==> config.mk <==
export PLATFORM = sky130hd
export DESIGN_NAME = mcu_fetch_unit
export DESIGN_NICKNAME = d
export VERILOG_FILES = /design/src/rtl/mcu_fetch_unit.sv
export SDC_FILE = /design/constraint.sdc
export NUM_CORES = 1
export LEC_CHECK = 0
export CORE_MARGIN = 2
export CORE_UTILIZATION = 47
export DETAILED_ROUTE_END_ITERATION = 7
export PLACE_DENSITY = 0.76
export SKIP_CTS_REPAIR_TIMING = 1
export SLEW_MARGIN = 20
export SYNTH_ARGS = -nofsm -noshare
export SYNTH_HDL_FRONTEND = slang
export SYNTH_SLANG_ARGS = --single-unit
==> constraint.sdc <==
create_clock -name clk -period 3.7 [get_ports clk]
set_clock_uncertainty 0.05 [all_clocks]
set_input_delay 1.11 -clock clk [delete_from_list [all_inputs] [get_ports clk]]
set_output_delay 1.11 -clock clk [all_outputs]
set_load 0.05 [all_outputs]
==> src/rtl/mcu_fetch_unit.sv <==
// Instruction-fetch engine: reads program bytes through a fixed-wait-state memory
// port and queues {byte, address} pairs in a small prefetch FIFO for the decoder.
module mcu_fetch_unit #(
    parameter int                ADDR_W     = 16,
    parameter int                DEPTH      = 4,
    parameter int                WAIT_CYC   = 1,
    parameter logic [ADDR_W-1:0] RESET_PC   = '0,
    parameter int                NOP_CYCLES = 6
) (
    input  logic                         clk,
    input  logic                         reset,
    output logic [ADDR_W-1:0]            mem_addr,
    output logic                         mem_rd_en,
    input  logic [7:0]                   mem_rdata,
    input  logic                         flush,
    input  logic [ADDR_W-1:0]            flush_pc,
    output logic                         ins_valid,
    output logic [7:0]                   ins_byte,
    output logic [ADDR_W-1:0]            ins_pc,
    input  logic                         ins_ready,
    output logic [$clog2(DEPTH+1)-1:0]   fifo_level,
    output logic                         busy
);
    localparam int LVL_W = $clog2(DEPTH + 1);
    localparam int PTR_W = $clog2(DEPTH);
    localparam logic [LVL_W-1:0] FULL_LEVEL = LVL_W'(DEPTH);

    typedef enum logic [1:0] {IDLE, FETCH, ISSUE, WAIT} state_t;

    state_t              state_reg;
    logic [3:0]          idle_cnt_reg;
    logic [2:0]          wait_cnt_reg;
    logic [ADDR_W-1:0]   pc_reg;
    logic [PTR_W-1:0]    wr_ptr_reg;
    logic [PTR_W-1:0]    rd_ptr_reg;
    logic [LVL_W-1:0]    level_reg;
    logic [7:0]          byte_mem [DEPTH];
    logic [ADDR_W-1:0]   pc_mem   [DEPTH];
    logic                capture;
    logic                pop;

    // A flush in the capture cycle discards the returning byte.
    assign capture = (state_reg == WAIT) && (wait_cnt_reg == 3'd0) && !flush;
    assign pop     = (level_reg != '0) && ins_ready && !flush;

    always_ff @(posedge clk or posedge reset) begin
        if (reset) begin
            state_reg    <= IDLE;
            idle_cnt_reg <= 4'(NOP_CYCLES);
            wait_cnt_reg <= '0;
            pc_reg       <= RESET_PC;
            mem_addr     <= '0;
            mem_rd_en    <= 1'b0;
        end else begin
            mem_rd_en <= 1'b0;
            if (flush) begin
                pc_reg <= flush_pc;
            end
            case (state_reg)
                IDLE: begin
                    // Countdown keeps running through a flush; only the PC is replaced.
                    if (idle_cnt_reg != 4'd0) begin
                        idle_cnt_reg <= idle_cnt_reg - 4'd1;
                    end
                    if (idle_cnt_reg < 4'd2) begin
                        state_reg <= FETCH;
                    end
                end
                FETCH: begin
                    if (!flush && (level_reg < FULL_LEVEL)) begin
                        mem_addr  <= pc_reg;
                        mem_rd_en <= 1'b1;
                        state_reg <= ISSUE;
                    end
                end
                ISSUE: begin
                    wait_cnt_reg <= 3'(WAIT_CYC - 1);
                    state_reg    <= flush ? FETCH : WAIT;
                end
                WAIT: begin
                    if (flush) begin
                        state_reg <= FETCH;
                    end else if (wait_cnt_reg == 3'd0) begin
                        pc_reg    <= pc_reg + 1'b1;
                        state_reg <= FETCH;
                    end else begin
                        wait_cnt_reg <= wait_cnt_reg - 3'd1;
                    end
                end
                default: state_reg <= IDLE;
            endcase
        end
    end

    always_ff @(posedge clk or posedge reset) begin
        if (reset) begin
            wr_ptr_reg <= '0;
            rd_ptr_reg <= '0;
            level_reg  <= '0;
        end else if (flush) begin
            wr_ptr_reg <= '0;
            rd_ptr_reg <= '0;
            level_reg  <= '0;
        end else begin
            if (capture) begin
                wr_ptr_reg <= wr_ptr_reg + 1'b1;
            end
            if (pop) begin
                rd_ptr_reg <= rd_ptr_reg + 1'b1;
            end
            if (capture && !pop) begin
                level_reg <= level_reg + 1'b1;
            end else if (pop && !capture) begin
                level_reg <= level_reg - 1'b1;
            end
        end
    end

    // Storage carries no reset; the head is masked whenever the FIFO is empty.
    always_ff @(posedge clk) begin
        if (capture) begin
            byte_mem[wr_ptr_reg] <= mem_rdata;
            pc_mem[wr_ptr_reg]   <= pc_reg;
        end
    end

    assign ins_valid  = (level_reg != '0);
    assign ins_byte   = ins_valid ? byte_mem[rd_ptr_reg] : 8'h00;
    assign ins_pc     = ins_valid ? pc_mem[rd_ptr_reg] : '0;
    assign fifo_level = level_reg;
    assign busy       = (state_reg == ISSUE) || (state_reg == WAIT);

endmodule

==> summary.txt <==
Initial DRC Count = 386
Total CTS buffers = 17
Synth Instances = 392
IO Pins = 74
R2R setup slack = 1.13 ns
Sequence of cells on the critical path = buf_4 -> mux4_2 -> and2_1 -> buf_4
Crit end category = primary output
Worst skew pair latency = 0.42 ns
RSZ-0062 raised after global routing = false
Hold WC Path Type = flop to flop
CP Max Fanout = 17
Share of post-route cells with drive strength above 1 = 23.83%
GRT overflow = 0
F_max = 287.5 MHz
First-pass GRT wire length = 19450 um
Die span in y = 118.1 um
Biggest register = pc_mem
Power density cells = 798.8 nW/um^2
Largest net degree at the start of global routing = 47
Core box area = 12670 sq um
Yosys reg bits = 145
Sequential share of the synthesized area = 67.18%
Commonest non-fill, non-tap cells in the layout = edfxtp_1, clkdlybuf4s50_1, dfrtp_1
Min Tclk post-route = 3.478 ns
Most common cell after layout, fill and taps aside = edfxtp_1
Setup TNS = 0 ns
Fin area = 7587 sq um
Vias in the first global route = 3716
Clk root buf = clkbuf_16
Overall global routing resource usage = 18.74%
Headroom to the max-slew limit = 62.00%
Worst Max-Slew Pin Slew = 0.5700 ns
Leakage = 2.788 nW
Run status = finished, final reports clean
Antenna Nets Post-Route = 0
DR pass1 iterations = 5
Clk pin slew, worst setup/hold paths = 0.06 ns
Mapped Avg Cell Area = 15.61 sq um
Yosys warnings = 0
Final Hold Fails = 0
Nets@finish = 520
WL/cell = 18.36 um
Vias per Instance = 5.305
Most used cell, CP = buf_4
RePlAce Congestion = 0.7682
Die area = 13950 sq um
H-tree lvl count = 4
CP Data Arrival Time = 2.32 ns
Placed Area = 7022 sq um
HPWL after DPL = 7876 um
Number of library cell types mapped by synthesis = 43
Row cnt = 41
Maximum VDD drop = 0.0006090 V
Max Slew Vio Count = 0
Final wirelength = 12170 um
Core Util, Final = 59.88%
Biggest regs = pc_mem (64), byte_mem (32)
Final period utilization = 94.00%
CTS sink count = 145
Cell area after synthesis = 6120 sq um
Syn Nets = 434
Async SR Flop Fraction = 33.79%
Crit start category = flop
Max reg flops = 64
CTS tree = done
Die W = 118.1 um
Ant. Diodes = 0
Detailed-route DRC error count = 0
Slowest stage delay, CP = 0.73 ns
Top FF cell, synth = edfxtp_1
Layout area overhead = 23.98%
Clock Tree Buf Depth = 2
Port buffer count = 73
# setup viols final = 0
Critical-path top delay cell = dfrtp_2
Initial antenna violation count = 0
Via count = 3517
Starting Density = 48.30%
Critical path class = flop to primary output
Post-synth EDFFs = 96
Worst endpoint required time = 2.54 ns
Max-Cap Viols = 0
[where the power goes]
group / internal (mW) / switching (mW) / total [mW]
sequential: 1.95 / 0.202 / 2.15
clock: 0.960 / 0.644 / 1.60
combinational: 0.877 / 1.42 / 2.30
total: 3.79 / 2.27 / 6.06
[cells in the mapped netlist, types with 2 or more instances]
master / count / area (sq um)
nor2_1: 11 / 41.29
o21ai_1: 4 / 20.02
inv_1: 16 / 60.06
edfxtp_1: 96 / 2883
xnor2_1: 13 / 113.9
nand4_1: 4 / 25.02
dfrtp_1: 47 / 1176
mux4_2: 24 / 540.5
nand2_1: 28 / 105.1
dfstp_2: 2 / 52.55
and2_1: 30 / 187.7
or3_1: 2 / 12.51
clkbuf_1: 11 / 41.29
buf_2: 6 / 30.03
nor2b_1: 2 / 12.51
o21ai_0: 17 / 85.08
mux2i_1: 4 / 40.04
ha_1: 13 / 162.7
o31a_1: 2 / 17.52
nor4_1: 6 / 37.54
nand3_1: 8 / 40.04
mux2_2: 16 / 180.2
nor3_1: 6 / 30.03
xor2_1: 5 / 43.79
[routing by layer]
layer	global-route usage (%)	share of wire [%]	vias up	wire length, um
met5	0	0	-	0
met4	9.789	1.5	0	182
met3	5.233	6.0	18	736
met2	30.46	51	102	6234
met1	22.83	41	1773	5020
li1	-	-	1624	-
[kinds of logic after synthesis]
logic type	after synthesis	share of synthesized area [%]
DFF	145	67.18
AOI/OAI and AO/OA	31	3.087
buffers and inverters	34	2.208
muxes	44	12.43
xor gates and xnor gates	18	2.576
adders and majority gates	14	2.985
and+or+nand+nor	106	9.528
[area by class of cell]
cell class | instances | area [sq um]
Clock buffer | 20 | 456.7
Clock inverter | 12 | 108.9
Fill cell | 976 | 5084
Inverter | 16 | 60.06
Multi-Input combinational cell | 213 | 1873
Sequential cell | 145 | 4113
Tap cell | 172 | 215.2
Timing Repair Buffer | 85 | 760.7
[worst paths after layout]
path	start	endpoint	cells past startpoint
max	rd_ptr_reg[0]	ins_byte[4]	4
min reg2reg	wait_cnt_reg[1]	wait_cnt_reg[1]	2
max reg2reg	wait_cnt_reg[0]	fifo_level[2]	10
min in group asynchronous	reset	pc_reg[0]	2
max in group asynchronous	reset	idle_cnt_reg[2]	3
min	wait_cnt_reg[1]	wait_cnt_reg[1]	2
[critical path, delay by kind of cell, from the launching register on]
family / cells / cell delay (ns)
buffers and inverters: 2 / 0.47
DFF: 1 / 0.73
muxes: 1 / 0.51
and+or+nand+nor: 1 / 0.18
[per-stage QoR]
step	setup WS, ns	power (mW)	hold WS [ns]	std cells
2_1_floorplan	0.3463	3.774	0.3987	392
3_3_place_gp	0.5620	4.459	0.4126	631
3_5_place_dp	0.5065	4.516	0.4313	631
4_1_cts	0.1297	6.124	0.4463	663
5_1_grt	0.06128	6.323	0.4729	663
6_report	0.2220	6.061	0.4437	663
No activity file was read; power rests on OpenSTA's default activity.
